<file path="src/rtl/pio_pkg.sv">
// Shared definitions for the switch PIO poller: register address, FSM encoding, switch width.
// Latency: n/a (package only).
// Backpressure: n/a (package only).
package pio_pkg;

  // Data register of the switch PIO slave
  localparam logic [1:0] PIO_DATA_ADDR = 2'd0;

  // Width of the switch bank
  localparam int SW_W = 17;

  // Poll transaction sequence
  typedef enum logic [1:0] {
    IDLE = 2'd0,
    REQ  = 2'd1,
    CAPT = 2'd2,
    EVAL = 2'd3
  } poll_state_t;

endpackage

</file>
<file path="src/rtl/switch_debounce.sv">
// Debounces a strobed switch sample: accepts it after STABLE_CNT identical samples in a row.
// Latency: sw_state/sw_changed update on the clock edge that ends the strobe cycle.
// Backpressure: none; every strobed sample is evaluated.
//
// Ports:
//   clk, reset_n   clock, asynchronous active-low reset
//   sample         switch sample to evaluate
//   sample_strobe  one-cycle qualifier for sample
//   sw_state       last accepted switch vector
//   sw_valid       set once the first value is accepted, held until reset
//   sw_changed     one-cycle pulse when sw_state updates
module switch_debounce
  import pio_pkg::*;
#(
  parameter int DATA_W     = SW_W,
  parameter int STABLE_CNT = 4
) (
  input  logic              clk,
  input  logic              reset_n,
  input  logic [DATA_W-1:0] sample,
  input  logic              sample_strobe,
  output logic [DATA_W-1:0] sw_state,
  output logic              sw_valid,
  output logic              sw_changed
);

  localparam int              CNT_W   = (STABLE_CNT > 1) ? $clog2(STABLE_CNT) : 1;
  localparam logic [CNT_W-1:0] CNT_MAX = CNT_W'(STABLE_CNT - 1);

  logic [DATA_W-1:0] candidate;
  logic [CNT_W-1:0]  cnt;
  logic [CNT_W-1:0]  cnt_nxt;
  logic              accept;

  // A differing sample restarts the run; a matching one extends it, saturating
  // so a long-stable input keeps satisfying the acceptance test.
  always_comb begin
    cnt_nxt = cnt;
    if (sample != candidate) begin
      cnt_nxt = '0;
    end else if (cnt != CNT_MAX) begin
      cnt_nxt = cnt + CNT_W'(1);
    end
    // Re-accepting the current value is suppressed so there is no repeat pulse.
    accept = (cnt_nxt == CNT_MAX) && ((sample != sw_state) || !sw_valid);
  end

  always_ff @(posedge clk or negedge reset_n) begin
    if (!reset_n) begin
      candidate  <= '0;
      cnt        <= '0;
      sw_state   <= '0;
      sw_valid   <= 1'b0;
      sw_changed <= 1'b0;
    end else begin
      sw_changed <= 1'b0;
      if (sample_strobe) begin
        candidate <= sample;
        cnt       <= cnt_nxt;
        if (accept) begin
          sw_state   <= sample;
          sw_valid   <= 1'b1;
          sw_changed <= 1'b1;
        end
      end
    end
  end

endmodule

</file>
<file path="src/rtl/switch_poll_master.sv">
// Avalon-MM master that polls the switch PIO data register and publishes a debounced vector.
// Latency: tick to sw_state/sw_changed is 4 cycles with no waitrequest (REQ, CAPT, EVAL, output).
// Backpressure: avm_read held through avm_waitrequest; ticks arriving while busy are dropped.
//
// Ports:
//   clk, reset_n        clock, asynchronous active-low reset
//   enable              level-sensitive polling enable
//   avm_address         constant data-register address
//   avm_read            read request, high for 1 + waitrequest cycles
//   avm_waitrequest     slave stall
//   avm_readdata        slave data, valid the cycle after acceptance
//   sw_state/sw_valid/sw_changed  debounced outputs
module switch_poll_master
  import pio_pkg::*;
#(
  parameter int DATA_W     = SW_W,
  parameter int POLL_DIV   = 50000,
  parameter int STABLE_CNT = 4
) (
  input  logic              clk,
  input  logic              reset_n,
  input  logic              enable,
  output logic [1:0]        avm_address,
  output logic              avm_read,
  input  logic              avm_waitrequest,
  input  logic [31:0]       avm_readdata,
  output logic [DATA_W-1:0] sw_state,
  output logic              sw_valid,
  output logic              sw_changed
);

  localparam int               DIV_W    = (POLL_DIV > 1) ? $clog2(POLL_DIV) : 1;
  localparam logic [DIV_W-1:0] DIV_LAST = DIV_W'(POLL_DIV - 1);

  logic [DIV_W-1:0]  poll_cnt;
  logic              tick;
  poll_state_t       state;
  poll_state_t       state_nxt;
  logic [DATA_W-1:0] sample;

  assign avm_address = PIO_DATA_ADDR;

  // Free-running divider; parked at 0 while disabled so re-enable gives a full period.
  assign tick = enable && (poll_cnt == DIV_LAST);

  always_ff @(posedge clk or negedge reset_n) begin
    if (!reset_n) begin
      poll_cnt <= '0;
    end else if (!enable || tick) begin
      poll_cnt <= '0;
    end else begin
      poll_cnt <= poll_cnt + DIV_W'(1);
    end
  end

  always_ff @(posedge clk or negedge reset_n) begin
    if (!reset_n) begin
      state <= IDLE;
    end else begin
      state <= state_nxt;
    end
  end

  // Only IDLE looks at tick, so a tick during a transaction is simply lost.
  // REQ ignores enable: an issued read must run to acceptance.
  always_comb begin
    state_nxt = state;
    avm_read  = 1'b0;
    case (state)
      IDLE: if (tick) state_nxt = REQ;
      REQ: begin
        avm_read = 1'b1;
        if (!avm_waitrequest) state_nxt = CAPT;
      end
      CAPT:    state_nxt = EVAL;
      EVAL:    state_nxt = IDLE;
      default: state_nxt = IDLE;
    endcase
  end

  // Read data arrives the cycle after acceptance, which is exactly CAPT.
  always_ff @(posedge clk or negedge reset_n) begin
    if (!reset_n) begin
      sample <= '0;
    end else if (state == CAPT) begin
      sample <= avm_readdata[DATA_W-1:0];
    end
  end

  generate
    if (DATA_W < 32) begin : g_hi
      logic unused_hi;
      assign unused_hi = ^avm_readdata[31:DATA_W];
    end
  endgenerate

  switch_debounce #(
    .DATA_W     (DATA_W),
    .STABLE_CNT (STABLE_CNT)
  ) u_debounce (
    .clk           (clk),
    .reset_n       (reset_n),
    .sample        (sample),
    .sample_strobe (state == EVAL),
    .sw_state      (sw_state),
    .sw_valid      (sw_valid),
    .sw_changed    (sw_changed)
  );

endmodule

</file>
<file path="config.mk">
export PLATFORM = sky130hd
export DESIGN_NAME = switch_poll_master
export DESIGN_NICKNAME = d
export VERILOG_FILES = /design/src/rtl/pio_pkg.sv /design/src/rtl/switch_debounce.sv /design/src/rtl/switch_poll_master.sv
export SDC_FILE = /design/constraint.sdc
export NUM_CORES = 1
export LEC_CHECK = 0
export CORE_MARGIN = 5
export CORE_UTILIZATION = 30
export DETAILED_ROUTE_END_ITERATION = 16
export PLACE_DENSITY = 0.51
export SYNTH_ARGS = -nofsm -noshare
export SYNTH_HDL_FRONTEND = slang
export SYNTH_SLANG_ARGS = --single-unit
</file>
<file path="constraint.sdc">
create_clock -name clk -period 2.6 [get_ports clk]
set_input_delay 0.52 -clock clk [delete_from_list [all_inputs] [get_ports clk]]
set_output_delay 0.52 -clock clk [all_outputs]
set_load 0.02 [all_outputs]
</file>
==> metrics.csv <==
stage;metric;value;unit
power_and_ir_drop;peakVddDrop;417;uV
global_route;grt_pass1_wl;10900;um
routing;first_pass_iters;4;
final_layout;stdcell_count;458;
synth;synth_seq_cells;73;
routing;drc_errors;0;
global_route;overflow;0;
placement;portBuffers;40;
final_layout;final_layout_size_suffix_gt1_share;23.2;%
placement;post-place-cells;442;
timing;drv_slew;0;
floorplanning;ios;58;
final_layout;n_antenna_cell;0;
global_route;grt_pass1_vias;2132;
final_layout;nFillCells;1076;
timing;fin_crit;2.24;ns
setup_path;r2r_start;sample[16];
clock_network;clock_latency;0.33;ns
floorplanning;die_w;117;um
timing;fin_worst_skew;0.00320;ns
placement;place_congestion;0.694;
clock_network;clkTransAtPathRegs;0.06;ns
placement;dp_hpwl;4660;um
power_and_ir_drop;p_leak;0.00186;uW
routing;drt_iter0_drc;60;
clock_network;tritoncts;yes;
clock_network;htreeDepth;3;
hold_path;hold_path.class;in -> async;
global_route;antenna_found_initial;0;
global_route;grt_max_degree;74;
routing;routedWlPerCell;14.6;um
setup_path;path_class;reg -> reg;
power_and_ir_drop;powerDensity;981;nW/um^2
routing;viasPerCell;4.47;
clock_network;numClockSinks;73;
floorplanning;die_area;13600;sq um
final_layout;seqCellArea;1830;sq um
synth;netlist_area;3410;sq um
clock_network;numCtsBuffers;9;
setup_path;critPathArrivalTime;2.45;ns
job;maxCapViolations;0;
synth;yosysWarnings;0;
timing;tightest_slew;0.523;ns
status;status;finished, final reports clean;
floorplanning;fp-row-count;39;
setup_path;required;2.81;ns
synth;synth_area_per_cell;13.1;sq um
timing;period_share;86.1;%
routing;routed_wl;6670;um
clock_network;cts-root-buf;clkbuf_16;
clock_network;ctsHoldBuffers;0;
floorplanning;coreArea;11300;sq um
clock_network;ctsLongestPathBuffers;2;
floorplanning;die_y;117;um
final_layout;multi_input_area;1510;sq um
setup_path;crit_fanout;9;
setup_path;rrSetupSlack;0.36;ns
timing;setup_viol;0;
synth;seq_area_frac_synth;53.6;%
final_layout;nets;352;
global_route;grtUsageTotal;10.6;%
setup_path;cp-start-kind;flip-flop;
routing;postRouteAntennaNets;0;
timing;rsz0062_at_grt;false;
clock_network;cts_resized;0;
setup_path;cp-end-kind;flip-flop;
final_layout;syn2layout_area_growth;25.4;%
routing;vias;2047;
clock_network;cts_setup_buffers;0;
timing;slew_headroom;65.0;%
timing;hold_viol;0;
synth;synth.distinct_cells;30;
floorplanning;initial_utilization;30.2;%
timing;fin_tns_setup;0;ns
synth;syn_inst;261;
timing;fmax;0.447;GHz
setup_path;r2r_end;u_debounce.sw_state[0];
setup_path;ff2ff_path_depth;6;
[power by group]
part           total, uW  switching, uW  internal (uW)
sequential          1770            327           1440
clock               1210            447            767
combinational       1210            502            707
[logic make-up after synthesis]
group	after synthesis	synth area share [%]
buf+inv	13	2.13
flops	73	53.6
xor+xnor	48	12.3
simple gates	60	9.25
compound gates	7	1.95
other cells	1	0.110
fa+ha+maj	6	2.20
mux	53	18.5
[per-layer routing]
metal / wire, um / share of wire (%) / up-vias / GRT usage [%]
li1: - / - / 991 / -
met1: 3040 / 46 / 1013 / 13.1
met2: 3180 / 48 / 38 / 16.7
met3: 409 / 6.1 / 5 / 4.30
met4: 41 / 0.61 / 0 / 3.67
met5: 0 / 0 / - / 0
[cell usage in the layout, fill, tap and decap left out, types with 2 or more instances in the layout]
cell and count:
a21oi_1 2, nor2_1 21, nand3_1 10, and3_1 4, nor4_1 4, conb_1 2
nand4_1 6, clkbuf_1 3, nor3_1 2, mux2_2 43, xnor2_1 23, ha_1 6
inv_1 5, dfrtp_1 73, buf_4 4, xor2_1 25, clkinv_2 2, mux2_4 9
nor4bb_1 2, nand2_1 7, clkbuf_16 9, clkdlybuf4s50_1 39, o21ai_0 2
[per-stage QoR]
step	power, uW	setup WS [ns]	instance area, sq um	hold WS [ns]	util (%)
2_1_floorplan	2680	0.590	3410	0.224	-
4_1_cts	4290	0.325	4270	0.230	37.9
3_3_place_gp	2990	0.327	3980	0.476	35.3
3_5_place_dp	3030	0.337	3980	0.475	35.3
5_1_grt	4480	0.199	4270	0.242	37.9
6_report	4190	0.362	4270	0.194	37.9
[cell type report]
class | count | area share, %
sequential | 73 | 42.7
multi-input combinational | 176 | 35.4
timing repair buffer | 45 | 10.4
clock buffer | 13 | 5.85
tap | 143 | 4.19
clock inverter | 3 | 0.937
inverter | 5 | 0.439
[sequential cells by signal, summed over array words and instances, names as in the netlist]
signal and flops:
u_debounce.candidate 17, u_debounce.sw_state 17, state 2, u_debounce.cnt 2, sample 17, u_debounce.sw_changed 1, poll_cnt 16, u_debounce.sw_valid 1
[cell usage after synthesis]
| cell | n | area, sq um |
|---|---|---|
| buf_1 | 3 | 11.3 |
| buf_4 | 2 | 15.0 |
| conb_1 | 1 | 3.75 |
| clkbuf_1 | 2 | 7.51 |
| dfrtp_1 | 73 | 1830 |
| ha_1 | 6 | 75.1 |
| and2_1 | 1 | 6.26 |
| xor2_1 | 25 | 219 |
| nand2b_1 | 1 | 6.26 |
| o2111ai_1 | 1 | 8.76 |
| mux2_2 | 43 | 484 |
| o2111a_1 | 1 | 11.3 |
| o2111ai_4 | 1 | 26.3 |
| nor4_1 | 4 | 25.0 |
| nor4_4 | 1 | 21.3 |
| nor3_1 | 2 | 10.0 |
| nor4b_1 | 1 | 8.76 |
| buf_12 | 1 | 20.0 |
| inv_1 | 5 | 18.8 |
| nor4bb_1 | 2 | 20.0 |
| nor2_1 | 21 | 78.8 |
| mux2_4 | 9 | 135 |
| nand4_1 | 6 | 37.5 |
| a21oi_1 | 2 | 10.0 |
| mux2i_1 | 1 | 10.0 |
| nand2_1 | 7 | 26.3 |
| and3_1 | 4 | 25.0 |
| xnor2_1 | 23 | 201 |
| o21ai_0 | 2 | 10.0 |
| nand3_1 | 10 | 50.1 |
[worst max-delay path, stage by stage (launching register included)]
cell	delay [ns]
dfrtp_1	0.44
xor2_1	0.19
nor4_1	0.35
nand3_1	0.21
o2111ai_4	0.30
buf_4	0.27
mux2_2	0.36
[how the worst max path moves through the flow]
stage                                  startpoint                       to  slack (ns)  cells past startpoint
after floorplan           u_debounce.sw_state[16]  u_debounce.sw_state[10]        0.59                      6
after global placement                 sample[16]   u_debounce.sw_state[0]        0.33                      6
after detailed placement                sample[8]   u_debounce.sw_state[0]        0.34                      6
after CTS                               sample[8]   u_debounce.sw_state[0]        0.33                      6
after global routing                   sample[14]   u_debounce.sw_state[0]        0.20                      6
final                                  sample[16]   u_debounce.sw_state[0]        0.36                      6
Power figures use the tool's default switching activity.
